<file path="src/rtl/kmeans_regfile.sv">
// K-means host/core register file with a paced point-RAM write port.
// Optional macro KMEANS_RAM_AUTOINC_EN: post-increment ram_addr per RAM write.
module kmeans_regfile #(
  parameter int DATA_W = 91,
  parameter int RAM_W  = 50,
  parameter int ADDR_W = 9
) (
  input  logic              clk,
  input  logic              rst_n,
  input  logic [3:0]        host_addr,
  input  logic              host_wr,
  input  logic              host_rd,
  input  logic [DATA_W-1:0] host_wdata,
  output logic [DATA_W-1:0] host_rdata,
  output logic              host_ready,
  input  logic [3:0]        reg_num,
  input  logic              reg_write,
  input  logic [DATA_W-1:0] core_wdata,
  output logic [DATA_W-1:0] core_rdata,
  input  logic              interupt,
  output logic              go,
  output logic              irq,
  output logic [ADDR_W-1:0] first_ram_addr,
  output logic [ADDR_W-1:0] last_ram_addr,
  output logic [ADDR_W-1:0] ram_addr,
  output logic [RAM_W-1:0]  ram_wdata,
  output logic              ram_cs_n,
  output logic              ram_wr_en_n
);

  typedef enum logic [1:0] {
    IDLE,
    SETUP,
    STROBE,
    HOLD
  } ram_st_e;

  ram_st_e state_q, state_d;

  logic [DATA_W-1:0] cent_q [8];
  logic [DATA_W-1:0] cent_d [8];
  logic              go_q, go_d;
  logic              done_q, done_d;
  logic              err_q, err_d;
  logic [ADDR_W-1:0] ram_addr_q, ram_addr_d;
  logic [RAM_W-1:0]  ram_wdata_q, ram_wdata_d;
  logic [ADDR_W-1:0] first_q, first_d;
  logic [ADDR_W-1:0] last_q, last_d;
  logic [DATA_W-1:0] rdata_q, rdata_d;
  logic [DATA_W-1:0] rd_val;

  logic       host_we;
  logic       host_re;
  logic       h_cent;
  logic       c_cent;
  logic [2:0] h_idx;
  logic [2:0] c_idx;
  logic       start_wr;

  assign host_we = host_wr && host_ready;
  assign host_re = host_rd && host_ready;
  assign h_cent  = (host_addr >= 4'd2) && (host_addr <= 4'd9);
  assign c_cent  = (reg_num >= 4'd2) && (reg_num <= 4'd9);
  assign h_idx   = 3'(host_addr - 4'd2);
  assign c_idx   = 3'(reg_num - 4'd2);

  assign go             = go_q;
  assign irq            = done_q;
  assign host_rdata     = rdata_q;
  assign first_ram_addr = first_q;
  assign last_ram_addr  = last_q;
  assign ram_addr       = ram_addr_q;
  assign ram_wdata      = ram_wdata_q;

  // Controller-side centroid read, combinational
  always_comb begin
    core_rdata = '0;
    if (c_cent) core_rdata = cent_q[c_idx];
  end

  // Host read mux, zero-extended into the data word
  always_comb begin
    rd_val = '0;
    unique case (1'b1)
      host_addr == 4'd0:  rd_val[2:0] = {err_q, done_q, go_q};
      host_addr == 4'd1:  rd_val[0] = go_q;
      h_cent:             rd_val = cent_q[h_idx];
      host_addr == 4'd10: rd_val[ADDR_W-1:0] = ram_addr_q;
      host_addr == 4'd11: rd_val[RAM_W-1:0] = ram_wdata_q;
      host_addr == 4'd12: rd_val[ADDR_W-1:0] = first_q;
      host_addr == 4'd13: rd_val[ADDR_W-1:0] = last_q;
      default: ;
    endcase
  end

  // Register next-state: host writes, core writes, done/err tracking
  always_comb begin
    cent_d      = cent_q;
    go_d        = go_q;
    done_d      = done_q;
    err_d       = err_q;
    ram_addr_d  = ram_addr_q;
    ram_wdata_d = ram_wdata_q;
    first_d     = first_q;
    last_d      = last_q;
    rdata_d     = rdata_q;
    start_wr    = 1'b0;

    if (host_re) rdata_d = rd_val;

    if (host_we) begin
      if (host_addr == 4'd0) begin
        if (host_wdata[1]) done_d = 1'b0;
        if (host_wdata[2]) err_d = 1'b0;
      end else if (go_q) begin
        if (host_addr <= 4'd13) err_d = 1'b1;
      end else begin
        unique case (1'b1)
          host_addr == 4'd1: begin
            if (host_wdata[0]) begin
              go_d   = 1'b1;
              done_d = 1'b0;
            end
          end
          h_cent:             cent_d[h_idx] = host_wdata;
          host_addr == 4'd10: ram_addr_d = host_wdata[ADDR_W-1:0];
          host_addr == 4'd11: begin
            ram_wdata_d = host_wdata[RAM_W-1:0];
            start_wr    = 1'b1;
          end
          host_addr == 4'd12: first_d = host_wdata[ADDR_W-1:0];
          host_addr == 4'd13: last_d = host_wdata[ADDR_W-1:0];
          default: ;
        endcase
      end
    end

    // The controller owns the centroids; a clashing host write loses
    if (reg_write && c_cent) begin
      if (host_we && !go_q && h_cent && (h_idx == c_idx)) err_d = 1'b1;
      cent_d[c_idx] = core_wdata;
    end

    if (interupt) begin
      go_d   = 1'b0;
      done_d = 1'b1;
    end

`ifdef KMEANS_RAM_AUTOINC_EN
    if (state_q == HOLD) ram_addr_d = ram_addr_q + ADDR_W'(1);
`endif
  end

  // RAM write sequencer next-state and strobes
  always_comb begin
    state_d     = state_q;
    ram_cs_n    = 1'b0;
    ram_wr_en_n = 1'b1;
    host_ready  = 1'b0;
    unique case (state_q)
      IDLE: begin
        ram_cs_n   = 1'b1;
        host_ready = 1'b1;
        if (start_wr) state_d = SETUP;
      end
      SETUP:  state_d = STROBE;
      STROBE: begin
        ram_wr_en_n = 1'b0;
        state_d     = HOLD;
      end
      HOLD:   state_d = IDLE;
      default: state_d = IDLE;
    endcase
  end

  // State registers with asynchronous clear
  always_ff @(posedge clk or negedge rst_n) begin
    if (!rst_n) begin
      state_q     <= IDLE;
      for (int i = 0; i < 8; i++) cent_q[i] <= '0;
      go_q        <= 1'b0;
      done_q      <= 1'b0;
      err_q       <= 1'b0;
      ram_addr_q  <= '0;
      ram_wdata_q <= '0;
      first_q     <= '0;
      last_q      <= '0;
      rdata_q     <= '0;
    end else begin
      state_q     <= state_d;
      cent_q      <= cent_d;
      go_q        <= go_d;
      done_q      <= done_d;
      err_q       <= err_d;
      ram_addr_q  <= ram_addr_d;
      ram_wdata_q <= ram_wdata_d;
      first_q     <= first_d;
      last_q      <= last_d;
      rdata_q     <= rdata_d;
    end
  end

endmodule

</file>
<file path="config.mk">
export PLATFORM = sky130hd
export DESIGN_NAME = kmeans_regfile
export DESIGN_NICKNAME = d
export VERILOG_FILES = /design/src/rtl/kmeans_regfile.sv
export SDC_FILE = /design/constraint.sdc
export NUM_CORES = 2
export LEC_CHECK = 0
export ABC_AREA = 1
export CAP_MARGIN = 20
export CORE_ASPECT_RATIO = 1.75
export CORE_UTILIZATION = 45
export DETAILED_ROUTE_END_ITERATION = 7
export GPL_ROUTABILITY_DRIVEN = 0
export GPL_TIMING_DRIVEN = 1
export SETUP_SLACK_MARGIN = 0.4
export SYNTH_ARGS = -nofsm -noshare
export SYNTH_HDL_FRONTEND = slang
export SYNTH_SLANG_ARGS = --single-unit
</file>
<file path="constraint.sdc">
create_clock -name clk -period 4.6 [get_ports clk]
set_clock_uncertainty 0.05 [all_clocks]
set_input_delay 0.92 -clock clk [delete_from_list [all_inputs] [get_ports clk]]
set_output_delay 0.92 -clock clk [all_outputs]
set_load 0.01 [all_outputs]
</file>
Word level (Yosys, flattened, before mapping)
Cells that the tools add are included.
{"block": "totals", "reg_bits": 901, "input_bits": 196}
{"block": "classes", "n_addsub": 2, "magnitude_cmp": 9, "eq_ne": 13, "mux": 51, "n_bitwise": 4, "reduce_logical": 23}
{"operator": "728-bit 2-to-1 mux", "n": 5}
{"operator": "728-bit bitwise mux", "n": 2}
{"operator": "91-bit 2-to-1 mux", "n": 7}
{"operator": "91-bit binary-select mux with 3-bit select", "n": 2}
{"operator": "91-bit demux with 3-bit select", "n": 2}
{"operator": "41-bit case mux with 2 select lines", "n": 1}
{"operator": "41-bit 2-to-1 mux", "n": 1}
{"operator": "6-bit case mux with 5 select lines", "n": 1}
{"operator": "1-bit 2-to-1 mux", "n": 26}
{"operator": "4-bit equality test, second input constant", "n": 4}
{"operator": "4-bit AND reduction", "n": 4}
{"operator": "4-bit less-or-equal comparator, second input constant", "n": 3}
{"operator": "2-bit case mux with 6 select lines", "n": 1}
{"operator": "1-bit logical AND", "n": 10}
{"operator": "4-bit by 2-bit greater-or-equal comparator with 1-bit output, second input constant", "n": 2}
{"operator": "4-bit greater-or-equal comparator, second input constant", "n": 2}
{"operator": "4-bit by 1-bit less-than comparator with 1-bit output, second input constant", "n": 2}
{"operator": "3-bit inverter with 4-bit output", "n": 2}
{"operator": "2-bit case mux with 4 select lines", "n": 1}
{"operator": "1-bit case mux with 6 select lines", "n": 1}
{"operator": "3-bit nonzero test", "n": 2}
{"operator": "3-bit by 2-bit subtractor with 3-bit output, second input constant", "n": 2}
{"operator": "5-bit AND reduction", "n": 1}
{"operator": "2-bit equality test, second input constant", "n": 2}
{"operator": "14 further kinds", "n": 16}

Longest topological paths before layout
{"block": "logic_depth", "ltp_word": 13, "mapped_depth": 14, "depth_no_buf": 11}

Worst setup path before layout
No wires, ideal clock.
{"block": "synth_path", "kind": "input port to output port", "from": "input port reg_num[1]", "to": "output port core_rdata[90]", "arrival_time_ps": 2982, "required_ps": 3630, "slack_ps": 648, "cell_stages": 9, "path_buffers": 4, "cell_sequence": "inv_1 > clkbuf_1 > buf_1 > ha_1 > inv_2 > clkbuf_1 > clkbuf_1 > a21oi_1 > nor3_1"}
{"block": "synth_via", "elab_chain_cells": 6, "elab_cells_between_ends": 9, "classes_between": "add/sub (1); order compare (2); mux (4); bitwise (1); reduce/logical (1)"}
{"element": "from (decl)", "line_no": "16", "rtl": "input logic [3:0] reg_num,"}
{"element": "3-bit by 2-bit subtractor with 3-bit output", "line_no": "65", "rtl": "assign c_idx = 3'(reg_num - 4'd2);"}
{"element": "3-bit inverter with 4-bit output (implied by the code)", "line_no": "78", "rtl": "if (c_cent) core_rdata = cent_q[c_idx];"}
{"element": "91-bit binary-select mux with 3-bit select", "line_no": "78"}
{"element": "91-bit 2-to-1 mux (implied by the code) (2 in series)", "line_no": "78"}
{"element": "91-bit 2-to-1 mux *", "line_no": "78"}
{"element": "to (decl)", "line_no": "19", "rtl": "output logic [DATA_W-1:0] core_rdata,"}
Every way passes the cells marked *; elsewhere a longest branch is shown, timed or not. The select of a mux whose other input is x is not followed.

Final worst setup path
{"block": "layout_path", "from": "input port reg_num[3]", "to": "output port core_rdata[15]"}
{"block": "layout_via", "elab_chain_cells": 3, "elab_cells_between_ends": 4, "classes_between": "order compare (2); mux (1); reduce/logical (1)"}
{"element": "4-bit by 2-bit greater-or-equal comparator with 1-bit output / 4-bit less-or-equal comparator (equally long branches)", "line_no": "63", "rtl": "assign c_cent = (reg_num >= 4'd2) && (reg_num <= 4'd9);"}
{"element": "1-bit logical AND *", "line_no": "63"}
{"element": "91-bit 2-to-1 mux *", "line_no": "78"}
Every way passes the cells marked *; elsewhere a longest branch is shown, timed or not.

==> metrics.cfg <==
[yosys]
ys_ff_latch = 901
syn-cell-area_sq_um = 54700
netlist_instances = 8111
syn_nets = 8318
synth-async-reset-ratio_pct = 100
synth_top_area_share_pct = 41.2
synth-seq-area-share_pct = 41.2
synth_area_per_cell_sq_um = 6.75
synth_ff_type = dfrtp_1
synth_area_leaders = dfrtp_1 (41%), nand2_1 (17%), o21ai_0 (9.2%)
synthTopCellsByCount = nand2_1 (2,498), o21ai_0 (1,007), inv_1 (932), dfrtp_1 (901), nand3_1 (626)
synth_edf_count = 0
synth.most_common_cell = nand2_1
yosys_warnings = 0
synth_cell_type_count = 32
yosysTopAreaCell = dfrtp_1

[worst_setup_path]
path_depth = 7
cp-end-kind = output pin
rrSetupSlack_ns = 1.12
path_common_cell = clkdlybuf4s50_1
cp.required_ns = 3.63
ff2ff_path_depth = 10
crit_family = buffers and inverters
critPathMaxFanout = 23
start_kind = input pin
cp_cell_sequence = clkdlybuf4s50_1 > nor2_1 > nand2_1 > nand2_4 > buf_4 > nor3_1 > clkdlybuf4s50_1
r2r_start = state_q[0]
crit_buf_inv = 3
cp-startpoint = reg_num[3]
worst_path_max_delay_cell = clkdlybuf4s50_1
worstPathArrival_ns = 3.22
reg2reg_to = cent_q[124]
slowest_delay_ns = 0.64
critPathKind = in2out
crit_path_end = core_rdata[15]

[global_routing]
grt_max_degree = 141
grt_antenna_before_repair = 15
grt_usage_pct = 41.4
grt_pass1_wl_mm = 381
globalRouteOverflowTotal = 0
grt_pass1_vias = 58500

[detailed_routing]
num_vias = 61000
ant_nets = 0
route.detailed.drc = 0
wl_per_cell_microns = 26.0
drt_iter0_markers = 7535
first_pass_iters = 7
wirelength_mm = 259
vias_per_cell = 6.12

[timing]
relSlewSlack_pct = 24.1
clock.fmax_mhz = 239
rsz0062_at_grt = true
finalSetupViolations = 0
layout_min_cycle_time_ns = 4.19
post-route-period-util_pct = 91.1
final.setup.tns_ns = 0
worstMarginPinSlew_ns = 1.13
hold_violations = 0
slew_violations = 0

[clocking]
clock_path_buffers = 3
cts_hold_buf = 0
cts_tree = built
clk_latency_ns = 0.73
cts_max_level = 3
cts_sinks = 901
post_cts_buffers = 0
clkTransAtPathRegs_ns = 0.06
cts_buffers = 91
root_buffer = clkbuf_16

[power_and_ir_drop]
intPower_mw = 21.2
pwr-share-comb_pct = 36.4
seqPwrFrac_pct = 40.3
p_per_area_nw_per_um2 = 531
p_clk_share_pct = 23.3
ir_drop_mv = 0.318
p_leak_nw = 30.9
switching_share_pct = 38.4
power_switching_mw = 13.2

[cells_and_area]
final_layout_size_suffix_gt1_share_pct = 5.41
nets = 8469
synthToLayoutAreaGrowth_pct = 18.2
fin_cells = 9963
fill_cells = 12000

[placement]
dp.cells = 9783
hpwl_mm = 153
port_buffers = 459

[flow_run]
max-cap-violations = 0

[die]
start_util_pct = 45.5
io-pin-count = 460
dieHeight_microns = 463
core_area_sq_um = 120000
dieArea_sq_um = 123000
std_cell_rows = 168
dieWidth_microns = 266

[hold_path]
hp-class = in2async

[run_status]
status = finished clean

## cells in the final DEF, fill, tap and decap left out, types with 19 or more instances in the layout
cell type	synthesis	layout
a21oi_1	421	421
buf_12	0	75
buf_4	25	142
clkbuf_1	319	23
clkbuf_16	0	95
clkbuf_8	0	20
clkdlybuf4s50_1	0	449
clkinv_2	0	19
dfrtp_1	901	901
inv_1	932	929
nand2_1	2498	2488
nand3_1	626	624
nand4_1	51	51
nor2_1	283	270
nor3_1	109	97
o211ai_1	193	193
o21ai_0	1007	1007
o21ai_1	80	80
o22ai_1	315	315
## cell type report
type / instances / area (sq um) / share of cell area [%]
timing repair buffer: 678 / 7210 / 11.1
clock inverter: 29 / 330 / 0.511
sequential: 901 / 22500 / 34.9
tap: 1615 / 2020 / 3.12
clock buffer: 137 / 2730 / 4.21
inverter: 950 / 3620 / 5.59
antenna: 13 / 32.5 / 0.0503
timing repair inverter: 1 / 8.76 / 0.0135
multi-input combinational: 5639 / 26200 / 40.5
## state kept, by name, summed over array words and instances, names as in the netlist
name            flops
ram_wdata          50
go                  1
cent_q            728
irq                 1
first_ram_addr      9
ram_addr            9
state_q             2
last_ram_addr       9
host_rdata         91
err_q               1
## power by group through the flow
stage          Combinational (mW)  Sequential [mW]  Clock, mW
2_1_floorplan                7.45             13.5          0
3_3_place_gp                 12.1             13.8          0
3_5_place_dp                 12.3             13.9          0
4_1_cts                      12.4             13.8       8.03
5_1_grt                      14.0             14.2       8.28
6_report                     12.5             13.9       8.00
## how the worst min path moves through the flow
| stage | slack [ns] | endpoint | cells after the start | start |
|---|---|---|---|---|
| after CTS | 0.15 | ram_addr[6] | 1 | rst_n |
| after detailed placement | 0.41 | host_rdata[74] | 2 | host_rdata[74] |
| final | 0.11 | ram_wdata[6] | 1 | rst_n |
| after global placement | 0.41 | host_rdata[0] | 2 | host_rdata[0] |
| after floorplan | 0.44 | err_q | 2 | err_q |
| after global routing | 0.15 | last_ram_addr[6] | 1 | rst_n |
## logic make-up (layout without fill, tap and decap cells)
kind of cell / Yosys count / after routing / share of synthesized area, %
compound gates: 2036 / 2036 / 20.3
xor+xnor: 3 / 3 / 0.0480
fa+ha+maj: 11 / 11 / 0.251
buf+inv: 1571 / 1795 / 11.5
flops: 901 / 901 / 41.2
other cells: 0 / 13 / 0
simple gates: 3589 / 3589 / 26.7
## layer usage
metal / wire [microns] / vias to the layer above / global-route usage (%)
li1: - / 26700 / -
met1: 92300 / 28600 / 50.5
met2: 116000 / 4442 / 65.4
met3: 30200 / 1185 / 8.42
met4: 20300 / 6 / 28.4
met5: 42 / - / 0
## worst reg2reg max path, cell delays in order (launching register included)
cell	delay (ns)
dfrtp_1	0.35
inv_1	0.12
ha_1	0.35
nand2_1	0.38
nor2_4	0.34
nand3_1	0.28
nor2_4	0.31
buf_12	0.70
nand3_1	0.31
nand3_1	0.14
nand2_1	0.06
## what timing repair did
item                                    CTS  global route
endpoints found under the setup margin   85             5
gates cloned                              1             0
pin swaps                                 1             0
gates resized for setup                  26             4
## per-stage QoR
step           hold WS (ns)  power [mW]  instance area [sq um]  utilization [%]  setup WS, ns
2_1_floorplan         0.441        20.9                  54700                -         0.648
5_1_grt               0.153        36.5                  64700             53.8         0.343
4_1_cts               0.153        34.2                  64600             53.8         0.466
6_report              0.110        34.4                  64700             53.8         0.410
3_5_place_dp          0.415        26.2                  61500             51.1         0.102
3_3_place_gp          0.414        25.9                  61500             51.1        0.0834
Note: power is estimated with default switching activity, not from simulation.
